## src/rtl/coin_report_framer.sv

```systemverilog
// Snapshots four 3-digit ASCII coin counts and streams them as a fixed report frame
// over a valid/ready byte interface, with optional CR/LF and inter-frame gap.
module coin_report_framer #(
    parameter int unsigned GAP_CYCLES = 0,
    parameter bit          SEND_CRLF  = 1'b1
) (
    input  logic        clk,
    input  logic        rst,
    input  logic        start_sending,
    input  logic [23:0] tenbaht,
    input  logic [23:0] fivebaht,
    input  logic [23:0] twobaht,
    input  logic [23:0] onebaht,
    output logic [7:0]  tx_data,
    output logic        tx_valid,
    input  logic        tx_ready,
    output logic        busy,
    output logic        frame_done
);

    localparam logic [4:0] LastIdx = SEND_CRLF ? 5'd20 : 5'd18;
    localparam int unsigned GapW = (GAP_CYCLES > 1) ? $clog2(GAP_CYCLES + 1) : 1;

    typedef enum logic [1:0] {StIdle, StSend, StGap} state_e;

    state_e          state_q, state_d;
    logic [95:0]     snap_q, snap_d;
    logic [4:0]      idx_q, idx_d;
    logic [GapW-1:0] gap_q, gap_d;
    logic            pending_q, pending_d;
    logic            done_q, done_d;
    logic [7:0]      cur_byte;
    logic            req;

    always_ff @(posedge clk) begin
        if (rst) begin
            state_q   <= StIdle;
            snap_q    <= '0;
            idx_q     <= '0;
            gap_q     <= '0;
            pending_q <= 1'b0;
            done_q    <= 1'b0;
        end else begin
            state_q   <= state_d;
            snap_q    <= snap_d;
            idx_q     <= idx_d;
            gap_q     <= gap_d;
            pending_q <= pending_d;
            done_q    <= done_d;
        end
    end

    // Snapshot layout: ten in [95:72], five in [71:48], two in [47:24], one in [23:0].
    always_comb begin
        cur_byte = 8'h00;
        unique case (idx_q)
            5'd0:    cur_byte = 8'h54;
            5'd1:    cur_byte = snap_q[95:88];
            5'd2:    cur_byte = snap_q[87:80];
            5'd3:    cur_byte = snap_q[79:72];
            5'd4:    cur_byte = 8'h20;
            5'd5:    cur_byte = 8'h46;
            5'd6:    cur_byte = snap_q[71:64];
            5'd7:    cur_byte = snap_q[63:56];
            5'd8:    cur_byte = snap_q[55:48];
            5'd9:    cur_byte = 8'h20;
            5'd10:   cur_byte = 8'h57;
            5'd11:   cur_byte = snap_q[47:40];
            5'd12:   cur_byte = snap_q[39:32];
            5'd13:   cur_byte = snap_q[31:24];
            5'd14:   cur_byte = 8'h20;
            5'd15:   cur_byte = 8'h4F;
            5'd16:   cur_byte = snap_q[23:16];
            5'd17:   cur_byte = snap_q[15:8];
            5'd18:   cur_byte = snap_q[7:0];
            5'd19:   cur_byte = 8'h0D;
            5'd20:   cur_byte = 8'h0A;
            default: cur_byte = 8'h00;
        endcase
    end

    always_comb begin
        state_d   = state_q;
        snap_d    = snap_q;
        idx_d     = idx_q;
        gap_d     = gap_q;
        pending_d = pending_q;
        done_d    = 1'b0;
        req       = start_sending | pending_q;

        unique case (state_q)
            StIdle: begin
                if (req) begin
                    snap_d    = {tenbaht, fivebaht, twobaht, onebaht};
                    pending_d = 1'b0;
                    idx_d     = 5'd0;
                    state_d   = StSend;
                end
            end
            StSend: begin
                if (start_sending) pending_d = 1'b1;
                if (tx_ready) begin
                    if (idx_q == LastIdx) begin
                        done_d = 1'b1;
                        if (GAP_CYCLES > 0) begin
                            state_d = StGap;
                            gap_d   = GapW'(GAP_CYCLES);
                        end else begin
                            state_d = StIdle;
                        end
                    end else begin
                        idx_d = idx_q + 5'd1;
                    end
                end
            end
            StGap: begin
                if (start_sending) pending_d = 1'b1;
                // Leaving the gap is the IDLE entry edge: a waiting request snapshots here,
                // so exactly GAP_CYCLES non-valid cycles separate back-to-back frames.
                if (gap_q <= GapW'(1)) begin
                    if (req) begin
                        snap_d    = {tenbaht, fivebaht, twobaht, onebaht};
                        pending_d = 1'b0;
                        idx_d     = 5'd0;
                        state_d   = StSend;
                    end else begin
                        state_d = StIdle;
                    end
                end else begin
                    gap_d = gap_q - GapW'(1);
                end
            end
            default: state_d = StIdle;
        endcase
    end

    assign tx_valid   = (state_q == StSend);
    assign tx_data    = (state_q == StSend) ? cur_byte : 8'h00;
    assign busy       = (state_q != StIdle);
    assign frame_done = done_q;

endmodule

```

## config.mk

```make
export PLATFORM = sky130hd
export DESIGN_NAME = coin_report_framer
export DESIGN_NICKNAME = d
export VERILOG_FILES = /design/src/rtl/coin_report_framer.sv
export SDC_FILE = /design/constraint.sdc
export NUM_CORES = 1
export LEC_CHECK = 0
export CAP_MARGIN = 25
export CORE_UTILIZATION = 50
export DETAILED_ROUTE_END_ITERATION = 8
export GPL_TIMING_DRIVEN = 0
export PLACE_DENSITY = 0.84
export SYNTH_ARGS = -nofsm -noshare
export SYNTH_HDL_FRONTEND = slang
export SYNTH_SLANG_ARGS = --single-unit
export TNS_END_PERCENT = 20
```

## constraint.sdc

```tcl
create_clock -name clk -period 3 [get_ports clk]
set_input_delay 0.6 -clock clk [delete_from_list [all_inputs] [get_ports clk]]
set_output_delay 0.6 -clock clk [all_outputs]
set_load 0.005 [all_outputs]
```

* Yosys cells after proc, flatten, opt, wreduce, memory -nomap -nowiden *
Index checks and enable logic that the tools add are counted.

storage, ports and cells
  register bits = 106
  input port bits = 100
  output and inout bits = 11

cells by class
  $add $sub $neg = 2
  magnitude comparators = 1
  equal/unequal tests = 27
  mux-type cells = 22
  bitwise logic cells = 4
  reduce and logical (&&, ||, !) cells = 12

operators with widths
  operator                                                                  count
  96-bit 2-to-1 mux                                                         2
  96-bit case mux with 2 select lines                                       1
  8-bit case mux with 19 select lines                                       1
  5-bit by 4-bit equality test with 1-bit output (second input constant)    8
  5-bit equality test (second input constant)                               5
  5-bit by 3-bit equality test with 1-bit output (second input constant)    4
  5-bit 2-to-1 mux                                                          4
  5-bit case mux with 3 select lines                                        1
  5-bit by 2-bit equality test with 1-bit output (second input constant)    2
  2-bit 2-to-1 mux                                                          4
  8-bit 2-to-1 mux                                                          1
  4-bit AND reduction                                                       2
  1-bit 2-to-1 mux                                                          6
  2-bit inequality test (second input constant)                             3
  2-bit case mux with 3 select lines                                        1
  2-bit AND reduction                                                       3
  3-bit OR reduction                                                        2
  5-bit by 1-bit adder with 5-bit output (second input constant)            1
  5-bit by 1-bit equality test with 1-bit output (second input constant)    1
  5-bit zero test                                                           1
  2-bit by 1-bit inequality test with 1-bit output (second input constant)  2
  2-bit nonzero test                                                        2
  1-bit NOT                                                                 3
  1-bit case mux with 3 select lines                                        1
  7 further kinds                                                           7

* Longest topological paths before layout *
Gate-level depths: netlist of run 1.

  depth in word-level cells = 4
  gate-level depth with buffers = 9

* Worst setup path after synthesis of run 1 *
No wires, ideal clock.

  kind = reg-to-output
  start = reg idx_q[2]
  end = out tx_data[4]
  arrival time = 2,047 ps
  setup slack = 353 ps
  cell stages (with the launch flop) = 10
  buffers on the path = 3
  cells stage by stage = dfxtp_1 buf_4 buf_6 buf_2 and3_1 ha_1 a211o_1 o32a_1 o31ai_4 a41oi_1

on the way
  word-level cells in the longest chain between the ends = 4

RTL lines
  element                                                                                                                  RTL line  source
  start, declared                                                                                                          28        logic [4:0] idx_q, idx_d;
  start signal, assigned                                                                                                   46        idx_q <= idx_d;
  5-bit by 4-bit equality test with 1-bit output / 5-bit by 3-bit equality test with 1-bit output (equally long branches)  56        unique case (idx_q)
  3-bit OR reduction (no line)                                                                                             -
  8-bit case mux with 19 select lines *                                                                                    56
  8-bit 2-to-1 mux *                                                                                                       138       assign tx_data = (state_q == StSend) ? cur_byte : 8'h00;
  end, declared                                                                                                            14        output logic [7:0] tx_data,

Mark *: on every way between the ends. The rest lies on a longest branch, timed or not.

* Worst setup path in the final report of run 1 *
  start = reg idx_q[1]
  end = out tx_data[1]

Same word-level chain as after synthesis.

==> results.txt, run 1 <==
The run finished, with violations left. The checks that failed: setup timing. The final worst slack came out at -0.118 ns. Of the cells placed in the final design, the portion with a size suffix greater than 1 is 0.114. Port buffering added 110 buffers. Once placement completed, the tool counted placed cells totaling between 800 and 900. In this run the cell area of the synthesized design comes to 0.00477 sq mm. The number of antenna violations at the first check in global routing came to 0. The aggregate global-route resource usage is 0.351. Buffers inserted to repair hold after CTS numbered 0. The number of antenna diodes is 0.

TritonCTS built the clock tree. The via count of the first global-routing pass came out at around 5,000. After floorplanning, the core was sized to cover ~0.0092 sq mm. The worst voltage drop across the vdd grid is approximately 290 uV. The vertical extent of the die is about 100 um. Across the run, the number of max-cap violations was 0. Tracing the worst setup path back leads to its startpoint at idx_q[1]$_SDFFE_PP0P_. The clock latency reported for the late side of the worst-skew pair came out at 0.38 ns. The number of nets in the layout came out at 873. The arrival time reported for the critical path endpoint came out at approximately 2.5 ns. The number of placement rows is 35. The clock passes through at most 2 buffers. The first detailed-routing pass ran for 6 iterations. The clock share of power is 0.299. The number of warning messages in the yosys log is 0. The via count normalized by instance count came out at between 5 and 6.

The clock transition at the registers of the reported paths came out at 0.10 ns. The internal portion of total power is around 2.1 mW. After detailed routing, the number of remaining DRC violations is 0. The launch point of the worst reg-to-reg path is state_q[0]$_SDFFE_PP0P_. The number of ports placed on the die boundary came out at 111. The number of endpoints failing setup at the final stage is 8.

At the end of routability-driven placement, the weighted congestion stood at about 1. The post-place setup slack is -0.608 ns. The fraction of power consumed by sequential logic is 0.527. For the worst setup path, the data required time is ~2.4 ns. Once layout is complete, the utilization of the core stands at 0.700. Of the available clock period, the critical path in the final layout requires 1.04. The fmax is 321 MHz. The clock net in this run drives a total of ~100 sinks. The count of mapped cells out of synthesis is 634. STA classifies the critical path endpoint as a primary output. The finished layout holds ~900 standard cells, fillers aside. The number of slew-limit violations in the final report came out at 0. The power per unit of standard cell area is 451 mW/mm^2. The total half-perimeter wirelength after legalization and detailed placement came out at 12.7 mm. The post-synthesis cell type with the largest combined area is dfxtp_1.

The aggregate global routing overflow came out at 0. For this run, the leading register cell type out of synthesis is dfxtp_1. The largest clock skew in the final design is ~0.013 ns. The tightest slew margin relative to the limit came out at 0.545.

In this run the most critical hold path is launched from snap_q[93]$_SDFFE_PP0P_. The net count after synthesis came out at roughly 740. The number of H-tree levels is 3. The detailed router placed just over 5,000 vias in this run. The minimum period implied by the final worst setup slack came out at between 3 and 4 ns. The average wire length per cell after detail routing came out at about 19 um. The total count of hold-check failures in the final report is 0. The post-synthesis sequential element count is approximately 100. The slew of the pin with the lowest slew margin is roughly 0.68 ns. Averaged over all synthesized cells, the footprint is 7.53 sq um.

The wire length of the first global-routing pass is roughly 27 mm. For this run, asynchronously set or reset flops after synthesis account for 0. The number of different library cells used by synthesis comes to 50.

The share of synthesized area occupied by flip-flops and latches is 0.436. The share of the synthesized area in the top cell type came out at 0.436. In this run the remaining antenna-violating nets after routing total 0.

The highest fanout seen on the critical path came out at 4. For this configuration, the core starts out at a cell density of 0.517. Setup repair after global routing could not meet its margin everywhere. The combinational fraction of design power is 0.174. The TritonCTS buffer count is 9. The leakage power total is ~2.3 nW. The tree is rooted in a clkbuf_8. The type of element launching the critical path is a flip-flop. Counting flops with a built-in enable in the synthesized netlist gives 0.

The die covers ~0.0099 sq mm. Entering global routing, the biggest net connects 19 pins. After the first detailed-routing iteration, the DRC count stood at between 300 and 400.

The total wirelength of the detailed-routed design came out at between 15 and 20 mm. The power consumption is 2.92 mW. Ranked by total cell area, the synthesized netlist is headed by dfxtp_1, nand2_1, a21oi_1. The critical path class is flip-flop to primary output. The path class of the tightest hold or removal check is flip-flop to flip-flop. The net load switching power came out at about 860 uW. The switching fraction of total power came out at 0.296. The layout overhead on the synthesized area is 35.5%.

The width of the die came out at roughly 100 um.
[synthesized netlist by cell type (all sizes together) (2+ instances only)]
master / number
nand2: 202
a21oi: 113
dfxtp: 104
buf: 29
nor2: 25
clkbuf: 23
mux2i: 16
o21ai: 13
a22oi: 11
a31oi: 8
nand2b: 8
nor3: 8
inv: 7
nand3: 6
o22ai: 6
ha: 5
and3: 4
nand4: 4
nor2b: 4
a2111oi: 3
a211oi: 3
a221oi: 3
a32oi: 2
nand3b: 2
nand4b: 2
nor3b: 2
o21a: 2
o31ai: 2
xor2: 2
[placed cells by master, fill, tap and decap left out, types with 10 or more instances in the layout]
master and n:
nand2_1 202, a22oi_1 11, buf_4 14, mux2i_1 15, clkdlybuf4s50_1 102, buf_2 20
a21oi_1 112, o21ai_0 13, dfxtp_1 100, nor2_1 24, clkbuf_1 18, clkbuf_8 10
[metal layers]
metal | routed length, um | up-vias | part of all wire | GRT usage
met1 | 7110 | 2362 | 0.42 | 0.454
li1 | - | 2429 | - | -
met3 | 1280 | 46 | 0.075 | 0.0457
met2 | 8070 | 256 | 0.47 | 0.592
met5 | 0 | - | 0 | 0
met4 | 571 | 0 | 0.034 | 0.145
[registers in the layout, indices dropped and copies added (netlist names)]
| name | count |
|---|---|
| idx_q | 5 |
| frame_done | 1 |
| state_q | 1 |
| snap_q | 96 |
| pending_q | 1 |
[worst paths after layout]
check	to	slack, ns	cells after the start
max	tx_data[1]	-0.12	11
min	snap_q[93]$_SDFFE_PP0P_	0.46	2
max reg2reg	snap_q[52]$_SDFFE_PP0P_	0.99	7
min reg2reg	snap_q[93]$_SDFFE_PP0P_	0.46	2
[kinds of logic (layout without fill, tap and decap cells)]
family                   count (synthesis)  after routing  synth area share
buffers and inverters                   59            198            0.0553
multiplexers                            17             17            0.0359
flip-flops                             104            104             0.436
AO/OA/AOI/OAI                          177            177             0.220
XOR/XNOR                                 2              2           0.00367
AND/OR/NAND/NOR                        270            270             0.236
adder cells (fa/ha/maj)                  5              5            0.0131
[worst max-delay path: stages (launching register included)]
cell	delay, ns
dfxtp_4	0.37
ha_4	0.18
clkbuf_16	0.14
and3_4	0.18
ha_4	0.16
a211o_1	0.22
o32a_1	0.21
o31ai_4	0.23
buf_12	0.15
buf_8	0.10
a31oi_2	0.04
buf_2	0.15
[per-stage QoR]
| step | cell area (sq um) | hold WS (ns) | setup TNS, ns |
|---|---|---|---|
| finish | 6470 | 0.464 | -0.765 |
| global route | 6470 | 0.487 | -1.14 |
| CTS | 6460 | 0.464 | -0.600 |
| detailed placement | 6040 | 0.451 | -4.72 |
| global placement | 6040 | 0.443 | -4.47 |
| floorplan | 4770 | 0.432 | 0 |
[timing repair]
| action | in CTS | in global routing |
|---|---|---|
| pin swaps | 4 | 0 |
| setup endpoints to repair | 8 | 8 |
| buffers inserted | 14 | 0 |
| gates resized for setup | 73 | 4 |
[area by class of cell]
class                   count  area, sq um
plain buffers              51          293
clock buffers              10          138
clock inverters             6         51.3
fillers                   791         2770
inverters                   7         26.3
multi-input cells         471         2510
flip-flops and latches    104         2100
well taps                 129          161
repair buffers            124         1190
[power by group through the flow]
stage / Combinational [mW] / Clock (mW) / Sequential (mW)
after floorplan: 0.253 / 0 / 1.54
after global placement: 0.469 / 0 / 1.56
after detailed placement: 0.483 / 0 / 1.57
after CTS: 0.503 / 0.860 / 1.53
after global routing: 0.554 / 0.918 / 1.54
final: 0.509 / 0.871 / 1.54
(Power assumes the default switching activity.)
==> run 2, diff against run 1 <==
Settings changed: GPL_ROUTABILITY_DRIVEN from default to 0, SLEW_MARGIN from default to 40.
==> run 2 against run 1 <==
  * The flow still finishes with violations (setup timing)
  * Cell area up 0.27%
  * Critical path depth up 1
  * Final cell count unchanged
  * Highest routed layer unchanged
==> results.txt, run 2 (synthesis results as in run 1) <==
Counting the buffers created by CTS gives 9. The arrival time reported for the critical path endpoint is between 2 and 3 ns. The die covers around 0.0099 sq mm.

The library cells used most frequently in the layout, excluding fill and tap cells, are nand2_1, a21oi_1, clkdlybuf4s50_1. The placeable core region is a little over 0.009 sq mm. The worst setup path is launched from a flip-flop. The fill cell total of the finished layout came out at between 700 and 800. Across the VDD grid, the largest voltage drop is ~260 uV.

The hold slack is roughly 0.46 ns. The number of flip-flops under the largest register name came out at 96. The share of post-route cells with drive strength above 1 is 0.115. The total wirelength of the detailed-routed design is 15.7 mm. Once layout is complete, the utilization of the core stands at 0.702. Along the worst path, the maximum fanout reaches 3. The slew of the pin with the lowest slew margin came out at ~0.59 ns. The number of vias after detailed routing is 5,251. The via count normalized by instance count came out at just under 6. The number of antenna diodes in the final layout is 0. The worst hold path belongs to the class flip-flop to flip-flop. Static timing analysis puts the maximum clock frequency at roughly 320 MHz.

The power per unit of standard cell area is roughly 460 mW/mm^2. The number of nets in the layout came out at 873. The minimum period implied by the final worst setup slack came out at approximately 3.1 ns. The number of placement rows is 35. Headroom to the max-slew limit came out at 0.607. The DRC violation count after routing is 0. Clock-pin slew was measured on the worst setup and hold paths at 0.10 ns. The initial standard-cell utilization of the core came out at 0.517. The number of buffers and inverters on the critical path is 6.

Detailed placement finished with a half-perimeter wire length of between 10 and 15 mm. The number of buffers on the longest clock path came out at 2. The antenna violation net count after detailed routing is 0. The first routing iteration left roughly 700 violations. In this run, post-CTS hold repair placed 0 buffers. The via count of the first global-routing pass came out at between 4,000 and 5,000. TritonCTS built the clock tree.

The width of the die came out at 99.7 um. The number of antenna violations at the first check in global routing is 0. The run finished, with violations left. The most numerous cell type found on the critical path is buf_8. The checks that failed: setup timing.

The wire length of the first global-routing pass came out at around 24 mm. The part of the cycle the worst path needs came out at 1.05. Walking the worst path, the cells encountered are buf_8 > buf_8 > buf_8 > and3_4 > ha_4 > a211o_1 > o32a_1 > o31ai_4 > buf_6 > buf_6 > a41oi_2 > buf_2.

The cell count after placement came out at approximately 870. The worst setup path is of the flip-flop to primary output kind. The top cell family by delay on the critical path is buffers and inverters. Once routing completed, OpenROAD measured the worst setup slack at -0.149 ns. The finished layout holds 902 standard cells, fillers aside.

The average wire length per cell after detail routing is around 17 um. In the final layout, flip-flops and latches occupy roughly 0.0021 sq mm. For this design, the sink count on the clock tree is 104. At the placement stage, the worst setup path has a slack of -0.482 ns.

The worst setup path is captured at a primary output. The critical path's largest stage delay came out at between 0.3 and 0.4 ns. More flip-flops sit in one register than any other, and that register is snap_q.

The max-capacitance violation count came out at 0. The number of buffer cells added on primary ports came out at 110. The first-pass iteration count of the detailed router came out at 7. At the worst endpoint, the required time is about 2.4 ns.

The number of H-tree levels is 3. In the final layout, the multi-input gates occupy 0.00251 sq mm. Entering global routing, the biggest net connects 19 pins.

Summing all non-filler instances in the final layout gives an area of between 0.006 and 0.007 sq mm. The placed instance area is 0.00604 sq mm. Setup repair after global routing could not meet its margin everywhere. The aggregate global routing overflow came out at 0. The total count of hold-check failures in the final report came to 0. The tree is rooted in a clkbuf_8. The slowest cell on the critical path is dfxtp_4.

The number of slew-limit violations in the final report is 0. The layout overhead on the synthesized area is 35.8%. Between clock sinks in the finished design, the worst skew comes to about 0.011 ns. The clock latency reported for the late side of the worst-skew pair is between 0.3 and 0.4 ns. The number of endpoints failing setup at the final stage came out at 8. The aggregate global-route resource usage came out at 0.318.

The vertical extent of the die came out at 99.7 um. In the final layout, the registers with the most flip-flops are snap_q (96), idx_q (5). The number of ports placed on the die boundary is 111.

The leading cell type in the layout, fill and taps excluded is nand2_1. In this run the static leakage power is between 2 and 2.5 nW.
run 2: worst min-delay path, stage by stage (launching register included):
cell     delay (ns)
dfxtp_1        0.32
nand2_1        0.05
a21oi_1        0.05
run 2: per-stage QoR:
stage                     total power, mW  setup TNS, ns
after floorplan                      1.79              0
after global placement               2.02          -3.22
after detailed placement             2.04          -3.67
after CTS                            2.95         -0.476
after global routing                 3.07          -1.12
final                                2.96         -0.851
run 2: where the power goes:
group          switching (mW)  total, mW  internal, mW  leakage [nW]
clock network           0.503      0.923         0.420         0.105
logic                   0.259      0.505         0.246          1.37
registers              0.0662       1.54          1.47         0.857
total                   0.828       2.96          2.14          2.33
run 2: cell type report:
class | count | share of cell area
Tap cell | 129 | 0.0249
Timing Repair Buffer | 124 | 0.182
Clock inverter | 6 | 0.0116
Inverter | 7 | 0.00405
Multi-Input combinational cell | 471 | 0.388
Sequential cell | 104 | 0.323
Buffer | 51 | 0.0453
Clock buffer | 10 | 0.0212
run 2: worst paths after layout:
kind	depth (start not counted)	endpoint	slack (ns)	start
worst max-delay path	12	tx_data[4]	-0.15	idx_q[2]$_SDFFE_PP0P_
worst min-delay path	2	snap_q[38]$_SDFFE_PP0P_	0.46	snap_q[38]$_SDFFE_PP0P_
worst max register to register	7	snap_q[31]$_SDFFE_PP0P_	1.04	state_q[0]$_SDFFE_PP0P_
worst min register to register	2	snap_q[38]$_SDFFE_PP0P_	0.46	snap_q[38]$_SDFFE_PP0P_
run 2: layer usage:
metal  up-vias  share of wire  track usage
met4         0          0.058        0.200
met2       327           0.44        0.508
met1      2387           0.40        0.391
met5         -              0            0
met3       104          0.096       0.0661
li1       2433              -            -
run 2: timing repair:
action / CTS / global route
buffers inserted: 14 / 0
gates resized for setup: 65 / 13
pin swaps: 4 / 0
setup endpoints to repair: 8 / 8
==> run 3, diff against run 2 <==
Settings changed: SLEW_MARGIN 40 to 20.
==> run 3 against run 2 <==
  * Clock skew up 0.00068 ns
  * Cell area about the same
  * Clock power up 0.7%
  * The run ends with DRC, setup timing left
  * Maximum frequency down 2.3%
  * Non-clock buffer count unchanged
==> results.txt, run 3 (synthesis results as in run 1) <==
For this design the total switching power over the nets is about 830 uW. For this block, wires on met1 add up to about 6.2 mm. Of the total power, the share spent switching nets is 0.281. The setup TNS after final layout is -0.980 ns. The clock transition at the registers of the reported paths came out at about 0.10 ns. The number of slew-limit violations in the final report is 0. Of the total power, the clock network draws 0.313. The total wirelength of the detailed-routed design came out at between 15 and 20 mm. STA puts the critical path data required time at 2.40 ns. Leaving out fill and tap cells, the most frequent cell in the layout is nand2_1. The top cell types in the final layout, fill and taps aside, are nand2_1, a21oi_1, clkdlybuf4s50_1. 111 I/O pins were placed. The final worst slack came out at -0.222 ns. The via count of the first global-routing pass is 4,995. The DRC violation count after routing came out at 1.

The worst setup path is captured at a primary output. The share of post-route cells with drive strength above 1 is 0.114. Wire segments on met2 add up to ~7 mm in the final route. The arrival time reported for the critical path endpoint is approximately 2.6 ns. The final route contains roughly 5,300 vias. The number of placement rows is 35. The first detailed-routing pass ran for 9 iterations. The number of antenna violations at the first check in global routing is 0.

The clock tree synthesis step divided the H-tree into 3 levels. The max-capacitance violation count came out at 0. The total half-perimeter wirelength after legalization and detailed placement is about 11 mm.

The detail route stage leaves a number of antenna-violating nets equal to 0. The critical path class is flip-flop to primary output. The number of buffer cells added on primary ports is 110.

The CTS tree is built. The layout overhead on the synthesized area came out at 35.8%. The internal portion of total power came out at around 2.1 mW.

The run finished, with violations left. In the final layout, the registers with the most flip-flops are snap_q (96), idx_q (5). The placeable core region is between 0.009 and 0.01 sq mm. The highest fanout seen on the critical path is 10. The tightest slew margin relative to the limit came out at 0.599. Setup violations remaining at the end of the flow were counted as 8. At the pin with the least slew margin, the transition time is between 0.6 and 0.7 ns. The type of element launching the critical path is a flip-flop. Wire segments on met3 add up to 1.56 mm in the final route. The total count of hold-check failures in the final report is 0.

The combinational fraction of design power came out at 0.170. The cell sitting at the root of the clock tree is a clkbuf_8. The die footprint is between 0.009 and 0.01 sq mm. The number of antenna diodes in the final layout is 0.

The floorplan step set the die height to about 100 um. The minimum period implied by the final worst setup slack came out at 3.22 ns. The clock latency reported for the late side of the worst-skew pair is 0.39 ns. The leakage power total came out at between 2 and 2.5 nW.

The TritonCTS buffer count came out at 9. The power per unit of standard cell area came out at about 460 mW/mm^2. The number of buffers on the longest clock path is 2. The number of flip-flops under the largest register name is 96. The number of sinks handled by clock tree synthesis came out at approximately 100. The detailed router used layers up to and including met4. The aggregate global routing overflow is 0. The number of nets in the layout came out at between 800 and 900. The wire length of the first global-routing pass came out at 24.4 mm. Setup repair after global routing could not meet its margin everywhere. The largest clock skew in the final design came out at about 0.012 ns. The aggregate global-route resource usage is 0.318. From left edge to right edge, the die measures between 90 and 100 um. The pin count of the biggest net entering global routing is 19.

Prior to clock tree synthesis, the placed netlist has a worst setup slack of -0.482 ns. The worst voltage drop across the vdd grid is 261 uV. The part of the cycle the worst path needs came out at 1.07. The first routing iteration left 684 violations. The average wire length per cell after detail routing came out at between 15 and 20 um. The checks that failed: DRC, setup timing.

Ranked by flip-flop count, first place goes to snap_q. The via count normalized by instance count is 5.83. In this run the worst hold path is classified as flip-flop to flip-flop.

The initial standard-cell utilization of the core is 0.517. Measured on the finished design, the core utilization comes to 0.702. The fraction of power consumed by sequential logic came out at 0.517. The fmax is 310 MHz.
## run 3: cell count changes in the layout (fill, tap and decap cells not counted), sizes merged
cell    previous run  this run
buf               48        47
clkbuf            35        36
## run 3: worst max-delay path: stages, from the launching register on
cell      delay [ns]
dfxtp_2         0.36
inv_1           0.11
ha_1            0.31
clkbuf_1        0.47
a22oi_1         0.16
o21ai_0         0.31
a221oi_1        0.17
a21oi_2         0.21
buf_2           0.14
## run 3: area by class of cell
class                      count  area [sq um]
fill                         725          2760
multi-input combinational    471          2510
sequential                   104          2090
timing repair buffer         124          1180
buffer                        51           295
tap                          129           161
clock buffer                  10           138
clock inverter                 6          75.1
inverter                       7          26.3
## run 3: final timing paths
kind,start,to,slack (ns),depth (start not counted)
worst max-delay path,idx_q[1]$_SDFFE_PP0P_,tx_data[0],-0.22,8
worst max register to register,state_q[0]$_SDFFE_PP0P_,snap_q[31]$_SDFFE_PP0P_,1.04,7
worst min-delay path,snap_q[38]$_SDFFE_PP0P_,snap_q[38]$_SDFFE_PP0P_,0.47,2
worst min register to register,snap_q[38]$_SDFFE_PP0P_,snap_q[38]$_SDFFE_PP0P_,0.47,2
## run 3: timing repair
action                                 CTS  global route
setup endpoints to repair                8             8
hold buffers                             0             0
endpoints found under the hold margin    0             0
resized for setup                       65            12
setup buffers                           14             0
pin swaps                                4             1
## run 3: power by group through the flow
stage	Clock [mW]	Sequential, mW	Combinational (mW)
final	0.929	1.54	0.504
after global routing	0.981	1.54	0.546
after CTS	0.922	1.53	0.491
after detailed placement	0	1.56	0.474
after global placement	0	1.56	0.463
after floorplan	0	1.54	0.253
## run 3: metrics by stage
| step | std cells | cell area, sq um | hold slack, ns | power, mW |
|---|---|---|---|---|
| 6_report | 902 | 6480 | 0.465 | 2.97 |
| 5_1_grt | 902 | 6480 | 0.476 | 3.07 |
| 4_1_cts | 902 | 6460 | 0.462 | 2.95 |
| 3_5_place_dp | 873 | 6040 | 0.449 | 2.04 |
| 3_3_place_gp | 873 | 6040 | 0.444 | 2.02 |
| 2_1_floorplan | 634 | 4770 | 0.432 | 1.79 |
## run 3: routing by layer
| layer | track usage | up-vias |
|---|---|---|
| met5 | 0 | - |
| met4 | 0.200 | 0 |
| met3 | 0.0661 | 111 |
| met2 | 0.508 | 354 |
| met1 | 0.391 | 2359 |
| li1 | - | 2432 |
